`src/rtl/fetch_unit.sv`:
```
// Instruction fetch unit: issues one instruction-memory request per PC,
// holds the returned word for decode, and drives the external PC register.
// Supports redirect (branch/jump) squashing and halts on a misaligned PC.
module fetch_unit #(
  parameter logic [31:0] PC_STEP = 32'd4
) (
  input  logic        clk,
  input  logic        rst,
  input  logic [31:0] pc_in,
  output logic [31:0] pc_next,
  output logic        pc_enable,
  input  logic        redirect,
  input  logic [31:0] redirect_pc,
  output logic        imem_req,
  output logic [31:0] imem_addr,
  input  logic        imem_ack,
  input  logic [31:0] imem_rdata,
  output logic        inst_valid,
  output logic [31:0] inst,
  output logic [31:0] inst_pc,
  input  logic        inst_ready,
  output logic        fetch_fault
);

  typedef enum logic [2:0] {
    S_IDLE,
    S_REQ,
    S_HOLD,
    S_SQUASH,
    S_FAULT
  } state_e;

  state_e      state_q, state_d;
  logic [31:0] addr_q, addr_d;
  logic [31:0] inst_q, inst_d;
  logic [31:0] inst_pc_q, inst_pc_d;
  logic [31:0] seq_pc;

  // Next-state and datapath capture; redirect outranks every other event.
  always_comb begin
    // NOTE: every always_comb target gets a default first so no path leaves
    // it unassigned, which would otherwise infer a latch.
    state_d   = state_q;
    addr_d    = addr_q;
    inst_d    = inst_q;
    inst_pc_d = inst_pc_q;
    case (state_q)
      S_IDLE: begin
        if (!redirect) begin
          if (pc_in[1:0] == 2'b00) begin
            addr_d  = pc_in;
            state_d = S_REQ;
          end else begin
            state_d = S_FAULT;
          end
        end
      end
      S_REQ: begin
        if (redirect) begin
          // An ack in the same cycle completes the request, so nothing is
          // left outstanding and the data is simply dropped.
          state_d = imem_ack ? S_IDLE : S_SQUASH;
        end else if (imem_ack) begin
          inst_d    = imem_rdata;
          inst_pc_d = addr_q;
          state_d   = S_HOLD;
        end
      end
      S_HOLD: begin
        if (redirect || inst_ready) begin
          state_d = S_IDLE;
        end
      end
      S_SQUASH: begin
        // Wait out the stale request; its data never reaches decode.
        if (!redirect && imem_ack) begin
          state_d = S_IDLE;
        end
      end
      S_FAULT: begin
        if (redirect) begin
          state_d = S_IDLE;
        end
      end
      default: state_d = S_IDLE;
    endcase
  end

  // State and datapath registers with synchronous active-low reset.
  always_ff @(posedge clk) begin
    // NOTE: sequential state uses non-blocking assignments so every register
    // samples pre-edge values regardless of statement order.
    if (!rst) begin
      // NOTE: the data registers are reset too because their values are
      // visible on the ports while idle and must read as zero after reset.
      state_q   <= S_IDLE;
      addr_q    <= '0;
      inst_q    <= '0;
      inst_pc_q <= '0;
    end else begin
      state_q   <= state_d;
      addr_q    <= addr_d;
      inst_q    <= inst_d;
      inst_pc_q <= inst_pc_d;
    end
  end

  // PC register control: combinational so the PC loads on the same edge.
  always_comb begin
    seq_pc    = addr_q + PC_STEP;  // 32-bit modulo wrap is intended
    pc_next   = redirect ? redirect_pc : seq_pc;
    pc_enable = rst && (redirect || ((state_q == S_REQ) && imem_ack));
  end

  assign imem_req    = (state_q == S_REQ) || (state_q == S_SQUASH);
  assign imem_addr   = addr_q;
  assign inst_valid  = (state_q == S_HOLD);
  assign inst        = inst_q;
  assign inst_pc     = inst_pc_q;
  assign fetch_fault = (state_q == S_FAULT);

endmodule
```
`config.mk`:
```
export PLATFORM = sky130hd
export DESIGN_NAME = fetch_unit
export DESIGN_NICKNAME = d
export VERILOG_FILES = /design/src/rtl/fetch_unit.sv
export SDC_FILE = /design/constraint.sdc
export NUM_CORES = 1
export LEC_CHECK = 0
export ABC_AREA = 1
export ABC_CLOCK_PERIOD_IN_PS = 2950
export BUFFER_PORTS_ARGS = -buffer_cell sky130_fd_sc_hd__buf_2
export CORE_ASPECT_RATIO = 0.6
export CORE_UTILIZATION = 52
export CTS_BUF_LIST = sky130_fd_sc_hd__clkbuf_4 sky130_fd_sc_hd__clkbuf_8
export DETAILED_ROUTE_END_ITERATION = 10
export MAX_ROUTING_LAYER = met4
export PLACE_DENSITY = 0.89
export REMOVE_ABC_BUFFERS = 1
export SLEW_MARGIN = 5
export SYNTH_ARGS = -nofsm -noshare
export SYNTH_HDL_FRONTEND = slang
export SYNTH_SLANG_ARGS = --single-unit
```
`constraint.sdc`:
```
create_clock -name clk -period 2.95 [get_ports clk]
set_input_delay 0.59 -clock clk [delete_from_list [all_inputs] [get_ports clk]]
set_output_delay 0.59 -clock clk [all_outputs]
set_load 0.03 [all_outputs]
```
Word-level counts from Yosys, hierarchy flattened --
Index checks and enable logic that the tools add are counted.
Storage, ports and cells: output and inout bits 132, input port bits 101, register bits after elaboration 99, logic and storage cells 37
Operators by class: mux-type cells 10, bitwise gates (word level) 1, reductions and logical operators 12, equality and inequality tests 9, add/subtract/negate cells 1
Operators with widths (number):
- $add 32x3->32 const B | 1
- $mux 32 | 1
- $mux 3 | 7
- $pmux 3 s5 | 1
- $eq 3x2->1 const B | 2
- $ne 2x2->1 const B | 3
- $reduce_and 3->1 | 2
- $reduce_and 5->1 | 1
- $eq 3x1->1 const B | 1
- $eq 3x3->1 const B | 1
- $logic_and 1x1->1 | 3
- $logic_not 3->1 | 1
- $logic_or 1x1->1 | 3
- $ne 3x3->1 const B | 1
- $logic_not 2->1 | 1
- $mux 2 | 1
- $ne 2x1->1 const B | 1
- $logic_not 1->1 | 1
- $not 1->1 | 1

Logic depth before layout (Yosys ltp) --
depth after elaboration 4, mapped depth 9, mapped depth without buffers 9

Least setup slack after synthesis --
Ideal clock, no wire load.
kind reg2out, from register addr_q[2] (netlist: imem_addr[2]), to output port pc_next[10], path buffers 0, stages on the path, launching flop included 7, data arrival time 2011 ps, slack 349 ps, path through dfxtp_1 -> ha_1 -> nand2_1 -> nor2_2 -> nand2_2 -> xor2_1 -> o21ai_0
On the way: word-level cells in the longest chain between the ends 2
RTL lines:
- from (decl) | RTL line 34 | logic [31:0] addr_q, addr_d;
- from (signal assigned) | RTL line 102 | addr_q <= addr_d;
- $add 32x3->32 | RTL line 110 | seq_pc = addr_q + PC_STEP;
- $mux 32 | RTL line 111 | pc_next = redirect ? redirect_pc : seq_pc;
- to (decl) | RTL line 10 | output logic [31:0] pc_next,
Every way passes these cells.

Worst setup path in the final report --
from register addr_q[2] (netlist: imem_addr[2]), to output port pc_next[20]
Same word-level chain as after synthesis.

==> results.sh <==
export IMPL_outcome="finished clean"
export IMPL_die_h_um=76.7
export IMPL_rows=26
export IMPL_max_vdd_ir_drop_mv=0.385
export IMPL_start_util_pct=55.2
export IMPL_nNetsFinal=1018
export IMPL_synth_top_area_share_pct=41.0
export IMPL_tns_ns=0
export IMPL_post_cts_buffers=0
export IMPL_clock_sinks=99
export IMPL_yosys_warnings=0
export IMPL_hold_buffers=0
export IMPL_dieWidth_um=126
export IMPL_crit_arrival_ns=2.22
export IMPL_leakage_uw=0.00309
export IMPL_drive_gt1_share_pct=32.6
export IMPL_drc=0
export IMPL_io_buffers=232
export IMPL_grt_start_max_net_pins=96
export IMPL_crit_required_ns=2.36
export IMPL_postSynthCellCount=705
export IMPL_post_route_period_util_pct=95.3
export IMPL_max_clock_freq_mhz=356
export IMPL_finalWeightedCongestion=0.908
export IMPL_core_um2=8750
export IMPL_ys_ff_latch=99
export IMPL_antenna_left=0
export IMPL_layout_common_cells="buf_2 (232), nor2_1 (169), nand2_1 (141)"
export IMPL_syn_cell_area_um2=4830
export IMPL_viasPerCell=5.13
export IMPL_drtPass1Iterations=5
export IMPL_nFillCells=774
export IMPL_period_needed_ns=2.81
export IMPL_fin_cells=1032
export IMPL_clk_latency_ns=0.36
export IMPL_grt_overflow_total=0
export IMPL_ys_seq_area_share_pct=41.0
export IMPL_seqCellArea_um2=1980
export IMPL_cp_end_kind="primary output"
export IMPL_powerDensity_nw_per_um2=601
export IMPL_io_pins=233
export IMPL_crit_fanout=6
export IMPL_grt_pass1_vias=4757
export IMPL_ctsResizeCount=0
export IMPL_initialDrtViolationCount=331
export IMPL_design_area_um2=6100
export IMPL_syn_area_per_cell_um2=6.86
export IMPL_place_inst=1017
export IMPL_wire_per_inst_um=13.7
export IMPL_placed_area_um2=5920
export IMPL_clk_path_buf_depth=2
export IMPL_ys_types=31
export IMPL_critPathKind="flop to primary output"
export IMPL_slew_violations=0
export IMPL_cts_made_buffers=9
export IMPL_dieArea_um2=9700
export IMPL_num_antenna_cells=0
export IMPL_synthToLayoutAreaGrowth_pct=26.2
export IMPL_max_slew_margin_pct=42.5
export IMPL_cap_violations=0
export IMPL_synth_top_area_cell="dfxtp_1"
export IMPL_htree_num_levels=3
export IMPL_root_buffer="clkbuf_8"
export IMPL_cp_start_kind="flop"
export IMPL_routed_wl_um=14100
export IMPL_path_clk_slew_ns=0.09
export IMPL_setup_violations=0
export IMPL_max_slew_worst_pin_slew_ns=0.863
export IMPL_cts_tree="yes"
export IMPL_hold_violations=0
export IMPL_antenna_found_initial=0
export IMPL_mostFrequentLayoutCell="buf_2"
export IMPL_multi_input_area_um2=2460
export IMPL_p_total_uw=3670
export IMPL_rsz0062_at_grt="no"
export IMPL_grt_util_all_layers_pct=30.2
export IMPL_finalClockSkew_ns=0.0130
export IMPL_grt_first_pass_wirelength_um=22800
export IMPL_hp_class="primary input to flop"
export IMPL_synth_area_leaders="dfxtp_1 (41%), nor2_1 (13%), nand2_1 (11%)"
export IMPL_vias=5290
export IMPL_dp_hpwl_um=10500
## cells in the mapped netlist
cell	count
o21ai_1	85
buf_1	1
ha_1	1
inv_2	5
nand2_2	2
nand3b_1	2
dfxtp_1	99
buf_6	13
o21ai_2	3
nor2_4	4
a22oi_1	1
a21oi_1	23
nor3_1	2
buf_4	2
and2_1	4
nor2_1	169
nand3_4	1
nand3_1	35
inv_1	33
a211oi_1	1
buf_2	7
nor2_2	7
xnor2_1	1
or2_2	5
nand2_1	141
a31oi_1	2
xor2_1	2
o21ai_0	19
clkbuf_1	14
nand2_4	2
a21oi_2	19
## critical path: stages (launching register included)
cell and delay (ns):
dfxtp_1 0.43, ha_1 0.20, nand2_1 0.09, nor2_2 0.20, nand2_2 0.15, nor2_2 0.27, nand2_1 0.09, nand2_1 0.07
nand3_1 0.07, nand2_1 0.10, buf_2 0.20
## per-layer routing
| layer | global-route usage [%] | wire length [µm] |
|---|---|---|
| met5 | - | 0 |
| met4 | 9.28 | 267 |
| met3 | 6.56 | 1040 |
| met2 | 46.5 | 6240 |
| met1 | 39.6 | 6600 |
## final timing paths
kind / start / to / slack [ns] / depth (start not counted)
worst max-delay path: imem_addr[2]$_SDFFE_PN0P_ / pc_next[20] / 0.14 / 10
worst min-delay path: imem_rdata[14] / inst[14]$_SDFFE_PN0P_ / 0.45 / 3
worst max register to register: state_q[0]$_SDFFE_PN0P_ / imem_addr[6]$_SDFFE_PN0P_ / 1.17 / 7
worst min register to register: inst[0]$_SDFFE_PN0P_ / inst[0]$_SDFFE_PN0P_ / 0.50 / 2
## logic make-up after synthesis
family / count (synthesis) / synth area share, %
AND/OR/NAND/NOR: 374 / 32.3
AO/OA/AOI/OAI: 153 / 17.7
flip-flops: 99 / 41.0
buffers and inverters: 75 / 8.18
XOR/XNOR: 3 / 0.544
adder cells (fa/ha/maj): 1 / 0.259
## power by group
part	leakage [µW]	switching (µW)	total (µW)	internal, µW
clock network	0.0000881	454	813	360
registers	0.000803	143	1630	1490
logic	0.00220	858	1220	362
## sequential cells by signal, summed over array words and instances, names as in the netlist
signal and count:
inst_pc 32, state_q 3, inst 32, imem_addr 32
## metrics by stage
| step | setup WS [ns] | util (%) | hold slack, ns |
|---|---|---|---|
| after floorplan | -0.179 | - | 0.590 |
| after global placement | 0.644 | 67.6 | 0.471 |
| after detailed placement | 0.600 | 67.6 | 0.479 |
| after CTS | 0.184 | 69.7 | 0.429 |
| after global routing | 0.000785 | 69.7 | 0.437 |
| final | 0.137 | 69.7 | 0.448 |
## layout make-up
cell class / count / area share (%)
multi-input cells: 531 / 40.3
flip-flops and latches: 99 / 32.5
repair buffers: 237 / 19.6
clock buffers: 12 / 2.60
inverters: 38 / 2.34
well taps: 112 / 2.30
clock inverters: 3 / 0.390
Power figures use the tool's default switching activity.
